===== src/rtl/fde_pkg.sv =====
// -----------------------------------------------------------------------------
// fde_pkg
// Shared definitions for the fetch stage: instruction width, field bit
// positions, the halt opcode and the fetch state enum.
// -----------------------------------------------------------------------------
package fde_pkg;

    localparam int INST_W   = 16;

    localparam int OPC_MSB  = 15;
    localparam int OPC_LSB  = 12;
    localparam int SRC1_MSB = 11;
    localparam int SRC1_LSB = 8;
    localparam int SRC2_MSB = 7;
    localparam int SRC2_LSB = 4;
    localparam int DEST_MSB = 3;
    localparam int DEST_LSB = 0;

    localparam logic [3:0] OPC_HALT = 4'hF;

    typedef enum logic {
        RUN  = 1'b0,
        HALT = 1'b1
    } fetch_state_e;

    function automatic logic [3:0] opcode_of(input logic [INST_W-1:0] inst);
        return inst[OPC_MSB:OPC_LSB];
    endfunction

endpackage


===== src/rtl/fetch_buf.sv =====
// -----------------------------------------------------------------------------
// fetch_buf
// Synchronous FIFO of {pc, instruction} pairs feeding decode.
//   i_clk, i_rst      clock, synchronous active-high reset (clears entries)
//   i_flush           drop all entries (pointers/count only)
//   i_wr_en/_pc/_inst push a fetched instruction at the tail
//   i_rd_en           pop the head
//   o_head_pc/_inst   head entry (stale when empty)
//   o_count           number of valid entries
// -----------------------------------------------------------------------------
module fetch_buf
    import fde_pkg::*;
#(
    parameter int DEPTH = 2,
    parameter int AW    = 8,
    localparam int CNT_W = $clog2(DEPTH + 1)
) (
    input  logic              i_clk,
    input  logic              i_rst,
    input  logic              i_flush,
    input  logic              i_wr_en,
    input  logic [AW-1:0]     i_wr_pc,
    input  logic [INST_W-1:0] i_wr_inst,
    input  logic              i_rd_en,
    output logic [AW-1:0]     o_head_pc,
    output logic [INST_W-1:0] o_head_inst,
    output logic [CNT_W-1:0]  o_count
);

    localparam int PTR_W = (DEPTH > 1) ? $clog2(DEPTH) : 1;

    logic [AW+INST_W-1:0] mem_q [DEPTH];
    logic [PTR_W-1:0]     rd_ptr_q;
    logic [PTR_W-1:0]     wr_ptr_q;
    logic [CNT_W-1:0]     count_q;
    logic [CNT_W-1:0]     count_d;
    logic                 do_rd;
    logic                 do_wr;

    // Pointers wrap explicitly so non-power-of-two depths work.
    function automatic logic [PTR_W-1:0] ptr_inc(input logic [PTR_W-1:0] p);
        return (p == PTR_W'(DEPTH - 1)) ? '0 : p + PTR_W'(1);
    endfunction

    assign do_rd = i_rd_en && (count_q != '0);
    assign do_wr = i_wr_en && ((count_q != CNT_W'(DEPTH)) || do_rd);

    always_comb begin
        count_d = count_q;
        case ({do_wr, do_rd})
            2'b10:   count_d = count_q + CNT_W'(1);
            2'b01:   count_d = count_q - CNT_W'(1);
            default: count_d = count_q;
        endcase
    end

    always_ff @(posedge i_clk) begin
        if (i_rst) begin
            for (int i = 0; i < DEPTH; i++) begin
                mem_q[i] <= '0;
            end
            rd_ptr_q <= '0;
            wr_ptr_q <= '0;
            count_q  <= '0;
        end else if (i_flush) begin
            rd_ptr_q <= '0;
            wr_ptr_q <= '0;
            count_q  <= '0;
        end else begin
            if (do_wr) begin
                mem_q[wr_ptr_q] <= {i_wr_pc, i_wr_inst};
                wr_ptr_q        <= ptr_inc(wr_ptr_q);
            end
            if (do_rd) begin
                rd_ptr_q <= ptr_inc(rd_ptr_q);
            end
            count_q <= count_d;
        end
    end

    assign {o_head_pc, o_head_inst} = mem_q[rd_ptr_q];
    assign o_count                  = count_q;

endmodule


===== src/rtl/fetch.sv =====
// -----------------------------------------------------------------------------
// fetch
// Instruction fetch stage: issues single-cycle-latency reads to instruction
// memory, buffers returned words with their PC, and hands them to decode with
// a valid/ready handshake. Redirects flush the buffer and restart fetch.
//
// Optional feature: define FETCH_HALT_EN to stop fetching once an
// instruction with opcode OPC_HALT is captured (halt word is still delivered).
//
// Ports:
//   i_clk, i_rst            clock, synchronous active-high reset
//   o_imem_req/o_imem_addr  memory read request and address (current PC)
//   i_imem_rdata            read data, one cycle after the request
//   i_redirect/_pc          flush and restart at i_redirect_pc
//   o_inst_valid/i_inst_ready, o_instruction, o_pc   decode handshake
//
// state | meaning
// ------+------------------------------------------------------------
// RUN   | fetching whenever the buffer has room
// HALT  | halt word captured; no requests, late responses discarded
// -----------------------------------------------------------------------------
module fetch
    import fde_pkg::*;
#(
    parameter int ADDR_W    = 8,
    parameter int RESET_PC  = 0,
    parameter int BUF_DEPTH = 2
) (
    input  logic              i_clk,
    input  logic              i_rst,
    output logic              o_imem_req,
    output logic [ADDR_W-1:0] o_imem_addr,
    input  logic [INST_W-1:0] i_imem_rdata,
    input  logic              i_redirect,
    input  logic [ADDR_W-1:0] i_redirect_pc,
    output logic              o_inst_valid,
    input  logic              i_inst_ready,
    output logic [INST_W-1:0] o_instruction,
    output logic [ADDR_W-1:0] o_pc
);

    localparam int                CNT_W      = $clog2(BUF_DEPTH + 1);
    localparam logic [ADDR_W-1:0] RESET_ADDR = ADDR_W'(RESET_PC);

    fetch_state_e      state_q, state_d;
    logic [ADDR_W-1:0] pc_q, pc_d;
    logic              pending_q, pending_d;
    logic [ADDR_W-1:0] pend_pc_q, pend_pc_d;

    logic [CNT_W-1:0]  buf_count;
    logic [ADDR_W-1:0] head_pc;
    logic [INST_W-1:0] head_inst;
    logic              pop;
    logic              req;
    logic              wr_en;
    logic [CNT_W:0]    occupancy;

    fetch_buf #(
        .DEPTH (BUF_DEPTH),
        .AW    (ADDR_W)
    ) u_buf (
        .i_clk       (i_clk),
        .i_rst       (i_rst),
        .i_flush     (i_redirect),
        .i_wr_en     (wr_en),
        .i_wr_pc     (pend_pc_q),
        .i_wr_inst   (i_imem_rdata),
        .i_rd_en     (pop && !i_redirect),
        .o_head_pc   (head_pc),
        .o_head_inst (head_inst),
        .o_count     (buf_count)
    );

    // Outputs are forced to their reset values while i_rst is high so the
    // very first reset cycle is already clean.
    assign o_inst_valid  = (buf_count != '0) && !i_rst;
    assign o_instruction = i_rst ? '0 : head_inst;
    assign o_pc          = i_rst ? '0 : head_pc;
    assign o_imem_req    = req && !i_rst;
    assign o_imem_addr   = i_rst ? RESET_ADDR : pc_q;

    assign pop = o_inst_valid && i_inst_ready;

    // Slots already spoken for after this cycle: stored entries plus the
    // response in flight, minus the entry decode takes now.
    assign occupancy = (CNT_W+1)'(buf_count) + (CNT_W+1)'(pending_q)
                     - (CNT_W+1)'(pop);

    always_comb begin
        state_d   = state_q;
        pc_d      = pc_q;
        pending_d = 1'b0;
        pend_pc_d = pend_pc_q;
        req       = 1'b0;
        wr_en     = 1'b0;

        if (i_redirect) begin
            pc_d    = i_redirect_pc;
            state_d = RUN;
        end else begin
            wr_en = pending_q && (state_q == RUN);
            if ((state_q == RUN) && (occupancy < (CNT_W+1)'(BUF_DEPTH))) begin
                req       = 1'b1;
                pending_d = 1'b1;
                pend_pc_d = pc_q;
                pc_d      = pc_q + ADDR_W'(1);
            end
`ifdef FETCH_HALT_EN
            if (wr_en && (opcode_of(i_imem_rdata) == OPC_HALT)) begin
                state_d = HALT;
            end
`endif
        end
    end

    always_ff @(posedge i_clk) begin
        if (i_rst) begin
            state_q   <= RUN;
            pc_q      <= RESET_ADDR;
            pending_q <= 1'b0;
            pend_pc_q <= '0;
        end else begin
            state_q   <= state_d;
            pc_q      <= pc_d;
            pending_q <= pending_d;
            pend_pc_q <= pend_pc_d;
        end
    end

endmodule


===== config.mk =====
export PLATFORM = sky130hd
export DESIGN_NAME = fetch
export DESIGN_NICKNAME = d
export VERILOG_FILES = /design/src/rtl/fde_pkg.sv /design/src/rtl/fetch_buf.sv /design/src/rtl/fetch.sv
export SDC_FILE = /design/constraint.sdc
export NUM_CORES = 1
export LEC_CHECK = 0
export BUFFER_PORTS_ARGS = -buffer_cell sky130_fd_sc_hd__buf_2
export CAP_MARGIN = 20
export CORE_MARGIN = 5
export CORE_UTILIZATION = 50
export CTS_CLUSTER_DIAMETER = 100
export DETAILED_ROUTE_END_ITERATION = 8
export HOLD_SLACK_MARGIN = 0.05
export MAX_ROUTING_LAYER = met4
export PLACE_DENSITY = 0.73
export SLEW_MARGIN = 25
export SYNTH_ARGS = -nofsm -noshare
export SYNTH_HDL_FRONTEND = slang
export SYNTH_HIERARCHICAL = 1
export SYNTH_SLANG_ARGS = --single-unit

===== constraint.sdc =====
create_clock -name i_clk -period 2.6 [get_ports i_clk]
set_input_delay 0.13 -clock i_clk [delete_from_list [all_inputs] [get_ports i_clk]]
set_output_delay 0.13 -clock i_clk [all_outputs]
set_load 0.01 [all_outputs]

Yosys cells after proc, flatten, opt, wreduce, memory -nomap -nowiden
Memory sizes are Yosys's and may differ from the RTL's. A register that Yosys moved wholly into a read port is not among the register bits.
Cells that the tools add are included.
Storage, ports and cells
  bits in registers: 21
  RAM bits: 48
  input bits: 28
  output and inout port bits: 34
  word-level logic and storage cells: 56
  memories: 1
Operators by class
  $add $sub $neg: 7
  order comparisons: 1
  equality and inequality tests: 3
  multiplexer cells: 22
  bitwise operators: 1
  reduce and logical (&&, ||, !) cells: 15
Memories
  u_buf.mem_q: words 2, bits a word 24, read ports 1, clocked after memory_dff 1, write ports 2, line fetch_buf.sv:32  | logic [AW+INST_W-1:0] mem_q [DEPTH];
Operators with widths (count)
  2-to-1 mux 8 bit: 4
  2-to-1 mux 24 bit: 1
  OR reduction 24 bit: 1
  2-to-1 mux 16 bit: 1
  2-to-1 mux 1 bit: 15
  adder 8 x 1 -> 8 bit, second input constant: 1
  logical AND 1 bit: 6
  nonzero test 2 bit: 3
  one-hot mux 2 bit (2 select lines): 1
  adder 2 x 1 -> 3 bit: 1
  < comparator 3 x 2 -> 1 bit, second input constant: 1
  subtractor 3 x 1 -> 3 bit: 1
  adder 1 bit, second input constant: 2
  adder 2 x 1 -> 2 bit, second input constant: 1
  == test 2 x 1 -> 1 bit, second input constant: 1
  == test 2 bit, second input constant: 1
  zero test 1 bit: 2
  != test 2 bit, second input constant: 1
  AND reduction 2 bit: 1
  OR reduction 2 bit: 1
  subtractor 2 x 1 -> 2 bit, second input constant: 1
  logical OR 1 bit: 1
  NOT 1 bit: 1

Depth between registers and ports, before layout
Gate-level depths: netlist of the first run.
  word-level depth: 13
  mapped depth: 11
  depth with buffers taken out: 10

By module
Netlist of the first run, hierarchy kept.
By module, submodules not included
  fetch_buf: instances 1, cells each 153, area an instance 2304.7 µm², seq. area each 1541.5 µm²
  fetch: instances 1, cells each 136, area an instance 1126.1 µm², seq. area each 340.3 µm²

Worst setup path before layout of the first run
No wires, ideal clock.
  kind: flip-flop to flip-flop
  start: register u_buf.count_q[1], in the netlist u_buf/o_count[1]
  end: register pc_q[7]
  setup time: 0.128 ns
  arrival time: 2.419 ns
  required time: 2.472 ns
  setup slack: 0.054 ns
  stages on the path, launching flop included: 12
  path buffers: 1
  period minus slack after synthesis: 2.546 ns
  path through: dfxtp_1 nor2_1 nor2_1 and2_1 ha_1 nand2b_1 fa_1 clkbuf_2 nand2_1 nor4b_4 mux2i_1 nor2_1
On the way
  word-level cells in the longest chain between the ends: 6
  elaborated cells between the ends (all ways): 7
  classes of those cells: 2 x add/sub; 1 x order compare; 4 x reduce/logical
RTL lines
  from (decl): line fetch_buf.sv:35  | logic [CNT_W-1:0] count_q;
  from (signal assigned): line fetch_buf.sv:77  | count_q <= count_d;
  nonzero test 2 bit: line fetch.sv:76  | assign o_inst_valid = (buf_count != '0) && !i_rst;
  logical AND 1 bit: line fetch.sv:76
  net o_inst_valid: line fetch.sv:36  | output logic o_inst_valid,
  logical AND 1 bit: line fetch.sv:82  | assign pop = o_inst_valid && i_inst_ready;
  subtractor 3 x 1 -> 3 bit: line fetch.sv:87  | - (CNT_W+1)'(pop);
  < comparator 3 x 2 -> 1 bit: line fetch.sv:102  | if ((state_q == RUN) && (occupancy < (CNT_W+1)'(BUF_DEPTH))) begin
  nonzero test 2 bit (no source line)
  to (signal assigned): line fetch.sv:124  | pc_q <= pc_d;
  to (decl): line fetch.sv:46  | logic [ADDR_W-1:0] pc_q, pc_d;
The timed path passes the listed nets, and every way through them passes these cells.
A chain may end at the register's enable or synchronous reset.

Worst setup path in the final report of the first run
  start: register u_buf.count_q[1], in the netlist u_buf/o_count[1]
  end: output o_imem_req
On the way
  word-level cells in the longest chain between the ends: 8
  elaborated cells between the ends (all ways): 9
  classes of those cells: 2 x add/sub; 1 x order compare; 2 x mux; 4 x reduce/logical
RTL lines
  parallel branches: the longest is 3 deep, another holds adder 2 x 1 -> 3 bit
  subtractor 3 x 1 -> 3 bit *: line fetch.sv:87
  < comparator 3 x 2 -> 1 bit *: line fetch.sv:102
  2-to-1 mux 1 bit *: line fetch.sv:102
  2-to-1 mux 1 bit *
  logical AND 1 bit *: line fetch.sv:79  | assign o_imem_req = req && !i_rst;
  to (decl): line fetch.sv:31  | output logic o_imem_req,
Mark *: on every way between the ends.

==> impl_results.md, run 1 <==
* Vias/cell at between 5 and 6
* Top-area cell type share of the netlist area at around 42%
* Fmax achieved at 398 MHz
* TritonCTS Sinks at 70
* Max_slew headroom at 60.6%
* Root Buffer: clkbuf_8
* Largest net degree at the start of global routing at 58
* Area growth from synthesis to layout at 17.7%
* Die area at roughly 8600 um2
* Worst-Margin Slew at roughly 600 ps
* Final nets at 393
* Antenna Cells at 0
* Cell Area, Synth at 3430 um2
* Max-slew violations at 0
* Fin. Hold Viols at 0
* CTS buffer count at 9
* PortBufs at 61
* Largest family of logic cells by synthesized area: simple AND/OR/NAND/NOR gates
* Sequential power share at 58.5%
* Worst min-delay path class: input port to flop
* Minimum clock period at about 2500 ps
* Switching power at about 0.5 mW
* Crit path capture type: output port
* Clock slew at reported path FFs at 70 ps
* Most frequent cells in the layout: 61 x buf_2, 49 x and2_1, 48 x edfxtp_1
* Ports at 62
* Initial DRC count at 57
* Clock latency on the worst-skew pair at around 330 ps
* Adder-cell share of the synthesized area at 1.68%
* Final setup violation count at 0
* Switching share of power at between 20% and 30%
* Worst Setup Start Kind: flop
* Drt pass-1 iters at 4
* Initial antenna violation count at 0
* Post-synthesis mux area share at a little over a tenth
* Share of cells above drive strength 1 at around 34%
* H-tree lvl count at 3
* FFs w/ async S/R, synth at 0%
* DP HPWL at between 4 and 5 mm
* Total wire length at 6.23 mm
* Die Wd at just over 90 um
* Max Cap Violations at 0
* Grt total ovfl at 0
* Tot GR Track Use at 15.7%
* Status: finished clean
* Via Count at about 2200
* Cts hold-fix bufs at 0
* Worst path arrival time at 2390 ps
* Synth unique cells at 38
* Final WS setup at about 84 ps
* DRT antenna net count at 0
* Synth top area cells: edfxtp_1 42%, dfxtp_1 13%, and2_1 9.1%
* Layout fillers at 550
* WHS at 83.0 ps
* Synth area leader: edfxtp_1
* Mean Syn Cell Area at ~12 um2
* Pwr Density at 533 nW/um2
* Post-synthesis sequential area ratio at about 55%
* Final Skew at between 6 and 7 ps
* Place WS at 223 ps
* RePlAce Congestion at 0.770
* Yosys warns at 6
* Clock Power Share at 32.6%
* VDD IR-drop max at 0.000252 V
* Per-cell routed wire length at 14.0 um
* Post-synth EDFFs at 48
* Die Span Y at 92.8 um
* Worst path required time at 2470 ps
* Crit path kind: flop to output port
* Combinational group share of total power at ~9.0%
* Pleak at 1.75 nW
* Synth Flop Type: edfxtp_1
* Post-synthesis sequential element count at 70
* DRC errors left at 0
* Final worst path period share at 96.8%
* Row cnt at 30
* Xor/xnor share of the synthesized area at 3.03%
* Synth Area in Compound Gates at 3.50%
* Syn Inst Count at 289
* Crit Path Max Fanout at 3
* CTS tree: built
* First-pass GRT wire length at 10.3 mm
* Total power at about 2.2 mW
* Core footprint at 6720 um2
* Pint at 1.66 mW
* Commonest non-fill, non-tap cell in the layout: buf_2
* Simple-gate area share of the yosys netlist at 22.7%
* Number of global-route vias before repair at around 2200
* Syn Nets at 321
* Max Buffers Root-to-Sink at 2
* Initial Utilization at 51.1%
metrics by stage:
stage	utilization, %	std cells	setup TNS [ps]	cell area [um2]
final	60.1	445	0	4040
after global routing	60.1	445	-62.8	4040
after CTS	59.6	442	0	4000
after detailed placement	57.2	427	0	3850
after global placement	57.2	427	0	3850
after floorplan	-	289	0	3430
worst max-delay path, stage by stage (launching register included):
cell,delay [ps]
dfxtp_1,330
nor2_1,50
nor2_1,140
and2_4,160
ha_1,210
nand2b_4,140
fa_2,370
xnor2_2,190
nand3b_1,170
nor2_2,150
buf_2,150
repair_timing:
| item | 4_1_cts | 5_1_grt |
|---|---|---|
| endpoints found under the setup margin | 0 | 1 |
| gates resized for setup | 0 | 4 |
| buffers inserted | 0 | 3 |
flip-flops by register name, summed over array words and instances (netlist names), named ones only:
name / count
u_buf/mem_q: 48
pc_q: 8
pend_pc_q: 8
u_buf/o_count: 2
pending_q: 1
u_buf/rd_ptr_q: 1
u_buf/wr_ptr_q: 1
layout make-up:
type                       count  area, um2  share of cell area, %
clock inverter                 5       27.5                  0.682
timing repair buffer          78        433                   10.7
sequential                    70       1880                   46.6
clock buffer                  10        128                   3.16
multi-input combinational    193       1440                   35.5
inverter                       9       33.8                  0.836
tap                           80        100                   2.48
cell families (layout without fill, tap and decap cells):
| group | after synthesis | count (layout) |
|---|---|---|
| compound gates | 19 | 19 |
| flops | 70 | 70 |
| mux | 33 | 33 |
| fa+ha+maj | 4 | 4 |
| buf+inv | 26 | 102 |
| simple gates | 126 | 126 |
| xor+xnor | 11 | 11 |
cell usage after synthesis, drive strengths merged (6+ instances only):
master  count
inv         9
xnor2       9
and2       50
mux2i       9
mux2       24
clkbuf     13
dfxtp      22
edfxtp     48
nor2       16
o21a        7
nor2b      33
a21oi       6
routing by layer:
| metal | track usage [%] | vias up | wire [um] |
|---|---|---|---|
| li1 | - | 1128 | - |
| met1 | 20.1 | 1043 | 3000 |
| met2 | 24.4 | 51 | 2870 |
| met3 | 2.76 | 7 | 292 |
| met4 | 7.33 | 0 | 78 |
| met5 | - | - | 0 |
final timing paths:
kind	startpoint	endpoint	slack, ps	depth (start not counted)
worst min-delay path	i_imem_rdata[10]	u_buf/mem_q[0][10]$_SDFFCE_PN0P_	80	2
worst max register to register	u_buf/o_count[1]$_SDFFE_PP0P_	pc_q[1]$_SDFFE_PP0P_	140	12
worst min register to register	pend_pc_q[3]$_SDFFE_PP0P_	pend_pc_q[3]$_SDFFE_PP0P_	510	2
worst max-delay path	u_buf/o_count[1]$_SDFFE_PP0P_	o_imem_req	80	10
power by group through the flow:
| stage | Sequential (mW) | Clock [mW] | Combinational (mW) |
|---|---|---|---|
| after floorplan | 1.28 | 0 | 0.123 |
| after global placement | 1.28 | 0 | 0.191 |
| after detailed placement | 1.28 | 0 | 0.194 |
| after CTS | 1.26 | 0.731 | 0.195 |
| after global routing | 1.26 | 0.768 | 0.217 |
| final | 1.26 | 0.701 | 0.193 |
Power figures use the tool's default switching activity.
==> inputs of run 2 (changes only) <==
Settings changed: SYNTH_HIERARCHICAL 1 to unset.
==> impl_results.md, run 2 <==
* Synth unique cells at 36 (-5.3%)
* Reg-to-Reg End: pc_q[5]$_SDFFE_PP0P_
* DRT antenna net count at 0 (unchanged)
* RSZ-0062 raised after global routing: yes
* Most frequent cells in the layout: 61 x buf_2, 49 x and2_1, 48 x edfxtp_1
* Max Cap Violations at 0 (unchanged)
* Launch point of the worst reg-to-reg path: u_buf.o_count[1]$_SDFFE_PP0P_
* Met1 WL at 2.94 mm (-1.7%)
* Pwr Density at 606 nW/um2 (+14%)
* Yosys warns at 0 (-6)
* R2R Setup Slk at 90 ps (-50 ps)
* Final setup violation count at 0 (unchanged)
* FFs w/ async S/R, synth at 0% (unchanged)
* VDD IR-drop max at 0.000325 V (+29%)
* Commonest cells in the netlist: 50 x and2_1, 48 x edfxtp_1, 47 x nor2_1
* Largest net degree at the start of global routing at 54 (-6.9%)
* Die area at 8270 um2 (-4.0%)
* Final WS setup at 91.1 ps (+6.67 ps)
* Worst path arrival time at 2700 ps (+310 ps)
* Crit path capture type: flop
* Post-synthesis mux area share at 10.4% (-0.12 points)
* Placed Area at 3680 um2 (-4.4%)
* Adder-cell share of the synthesized area at 1.37% (-0.30 points)
* Synth Flop Type: edfxtp_1
* Number of flip-flops in the largest register at 48 (unchanged)
* Clock slew at reported path FFs at 70 ps (about the same)
* Place WS at 58.9 ps (-164 ps)
* Met3 wire len at 285 um (-2.4%)
* Crit path kind: flop to flop
* Total power at 2.39 mW (+11%)
* PortBufs at 61 (unchanged)
* Worst path required time at 2790 ps (+320 ps)
* Row cnt at 29 (-3.3%)
* Layout fillers at 529 (-3.8%)
* Max_slew headroom at 62.1% (+1.5 points)
* Status: finished clean
* DP HPWL at 4.24 mm (+2.6%)
* CTS buffer count at 9 (unchanged)
* RePlAce Congestion at 0.779 (+1.2%)
* Max-slew violations at 0 (unchanged)
* Max layer used: met4
* CTS tree: built
* Number of global-route vias before repair at 2211 (-0.090%)
* Commonest non-fill, non-tap cell in the layout: buf_2
* Xor/xnor share of the synthesized area at 2.71% (-0.32 points)
* Total wire length at 6.65 mm (+6.6%)
* Largest registers: u_buf.mem_q (48), pc_q (8), pend_pc_q (8)
* Cts hold-fix bufs at 0 (unchanged)
* Post-synthesis sequential element count at 70 (unchanged)
* Synth area leader: edfxtp_1
* WHS Path Cells at 3 (+1)
* Initial DRC count at 100 (+75%)
* Ports at 62 (unchanged)
* Vias/cell at 5.17 (+3.2%)
* Initial antenna violation count at 0 (unchanged)
* HP Start: i_redirect_pc[6]
* Share of cells above drive strength 1 at 27.6% (-6.4 points)
* Area growth from synthesis to layout at 20.6%
* Fmax achieved at 399 MHz (+0.27%)
* Worst min-delay path class: input port to flop
* Worst-Margin Slew at 569 ps (-21.8 ps)
* Cell Area, Synth at 3280 um2 (-4.5%)
* Die Span Y at 91.0 um (-2.0%)
* Grt total ovfl at 0 (unchanged)
* First-pass GRT wire length at 10.6 mm (+3.2%)
* Pleak at 1.61 nW (-7.7%)
* Mean Syn Cell Area at 11.5 um2 (-2.8%)
* Max Buffers Root-to-Sink at 2 (unchanged)
* Via Count at 2234 (+0.22%)
* Syn Inst Count at 284 (-1.7%)
* Crit Path Max Fanout at 8 (+5)
* Initial Utilization at 51.6% (+0.54 points)
* Hold worst-path end: pc_q[6]$_SDFFE_PP0P_
* Met2 WL at 3.34 mm (+16%)
* Root Buffer: clkbuf_8
* Antenna Cells at 0 (unchanged)
* Per-cell routed wire length at 15.4 um (+9.8%)
* Worst Reg-to-Reg Cells at 10 (-2)
* Die Wd at 91.0 um (-2.0%)
* Clock latency on the worst-skew pair at 330 ps (about the same)
* Most frequent cell after synthesis: and2_1
* H-tree lvl count at 3 (unchanged)
* DRC errors left at 0 (unchanged)
* Final Skew at 7.05 ps (+0.273 ps)
* Top-area cell type share of the netlist area at 44.0% (+2.0 points)
* Tot GR Track Use at 16.4% (+0.72 points)
* Syn Nets at 315 (-1.9%)
* Final worst path period share at 96.5% (-0.26 points)
* Largest family of logic cells by synthesized area: simple AND/OR/NAND/NOR gates
* Post-synth EDFFs at 48 (unchanged)
* WHS at 59.4 ps (-23.6 ps)
* Fin. Hold Viols at 0 (unchanged)
* Simple-gate area share of the yosys netlist at 21.0% (-1.7 points)
* Reg with most FFs: u_buf.mem_q
* Synth Area in Compound Gates at 4.39% (+0.89 points)
* Worst Setup Start Kind: flop
* Minimum clock period at 2510 ps (-6.67 ps)
* Core footprint at 6350 um2 (-5.5%)
* Post-synthesis sequential area ratio at 57.4% (+2.6 points)
* Total negative slack at 0 ps (unchanged)
* Drt pass-1 iters at 4 (unchanged)
* Synth top area cells: edfxtp_1 44%, dfxtp_1 13%, mux2i_1 10%
* Final nets at 381 (-3.1%)
* Design Area, Final at 3950 um2 (-2.1%)
* TritonCTS Sinks at 70 (unchanged)
[run 2: cell types whose count changed after synthesis, sizes merged, moves of 5 or more]
cell    previous run  this run
mux2              24         0
mux2i              9        34
nor2b             33         8
a211oi             1         8
nand2b             1         6
o21a               7         0
nor2              16        48
[run 2: how the worst max path moves through the flow]
stage | start | to | slack, ps | depth (start not counted)
6_report | u_buf.o_count[1]$_SDFFE_PP0P_ | pc_q[5]$_SDFFE_PP0P_ | 90 | 10
5_1_grt | u_buf.o_count[1]$_SDFFE_PP0P_ | pc_q[7]$_SDFFE_PP0P_ | -30 | 10
4_1_cts | u_buf.o_count[1]$_SDFFE_PP0P_ | pc_q[5]$_SDFFE_PP0P_ | -0.1 | 10
2_1_floorplan | u_buf.o_count[1]$_SDFFE_PP0P_ | pc_q[3]$_SDFFE_PP0P_ | -6 | 10
3_3_place_gp | u_buf.o_count[1]$_SDFFE_PP0P_ | pend_pc_q[1]$_SDFFE_PP0P_ | 140 | 9
3_5_place_dp | u_buf.o_count[1]$_SDFFE_PP0P_ | pend_pc_q[6]$_SDFFE_PP0P_ | 60 | 9
[run 2: critical path, cell delays in order, from the launching register on]
cell      delay (ps)
dfxtp_2          320
o21ba_2          210
and2_4           170
ha_4             210
nand2b_4         140
fa_2             400
xor2_4           170
buf_4            180
nor4_4           310
xnor2_1          180
a211oi_2          90
[run 2: report_power, final]
part | switching (mW) | total (mW) | leakage [nW] | internal, mW
clock network | 0.383 | 0.913 | 0.103 | 0.530
registers | 0.0318 | 1.27 | 0.681 | 1.24
logic | 0.118 | 0.210 | 0.829 | 0.0921
total | 0.533 | 2.39 | 1.61 | 1.86
[run 2: layer usage]
| metal | GRT usage [%] | vias to the layer above |
|---|---|---|
| met1 | 20.7 | 1062 |
| met2 | 26.1 | 54 |
| met4 | 5.75 | 0 |
| met5 | - | - |
| li1 | - | 1109 |
| met3 | 3.88 | 9 |
[run 2: cell type report]
| cell class | count | area (um2) | area share [%] |
|---|---|---|---|
| inverters | 5 | 18.8 | 0.475 |
| repair buffers | 71 | 393 | 9.94 |
| multi-input cells | 193 | 1360 | 34.3 |
| clock buffers | 10 | 128 | 3.23 |
| flip-flops and latches | 70 | 1880 | 47.6 |
| well taps | 77 | 96.3 | 2.44 |
| clock inverters | 6 | 76.3 | 1.93 |
[run 2: cell families after synthesis]
logic type               after synthesis
AO/OA/AOI/OAI                         19
XOR/XNOR                               8
adder cells (fa/ha/maj)                3
buffers and inverters                 21
flip-flops                            70
multiplexers                          34
AND/OR/NAND/NOR                      129
[run 2: repair_timing]
action | CTS | global route
pin swaps | 1 | 2
buffers inserted | 1 | 1
endpoints found under the hold margin | 0 | 0
endpoints found under the setup margin | 1 | 14
resized for setup | 1 | 6
[run 2: per-stage QoR]
step,std cells,util [%]
finish,432,62.2
global route,432,62.2
CTS,431,61.3
detailed placement,414,57.9
global placement,414,57.9
floorplan,284,-
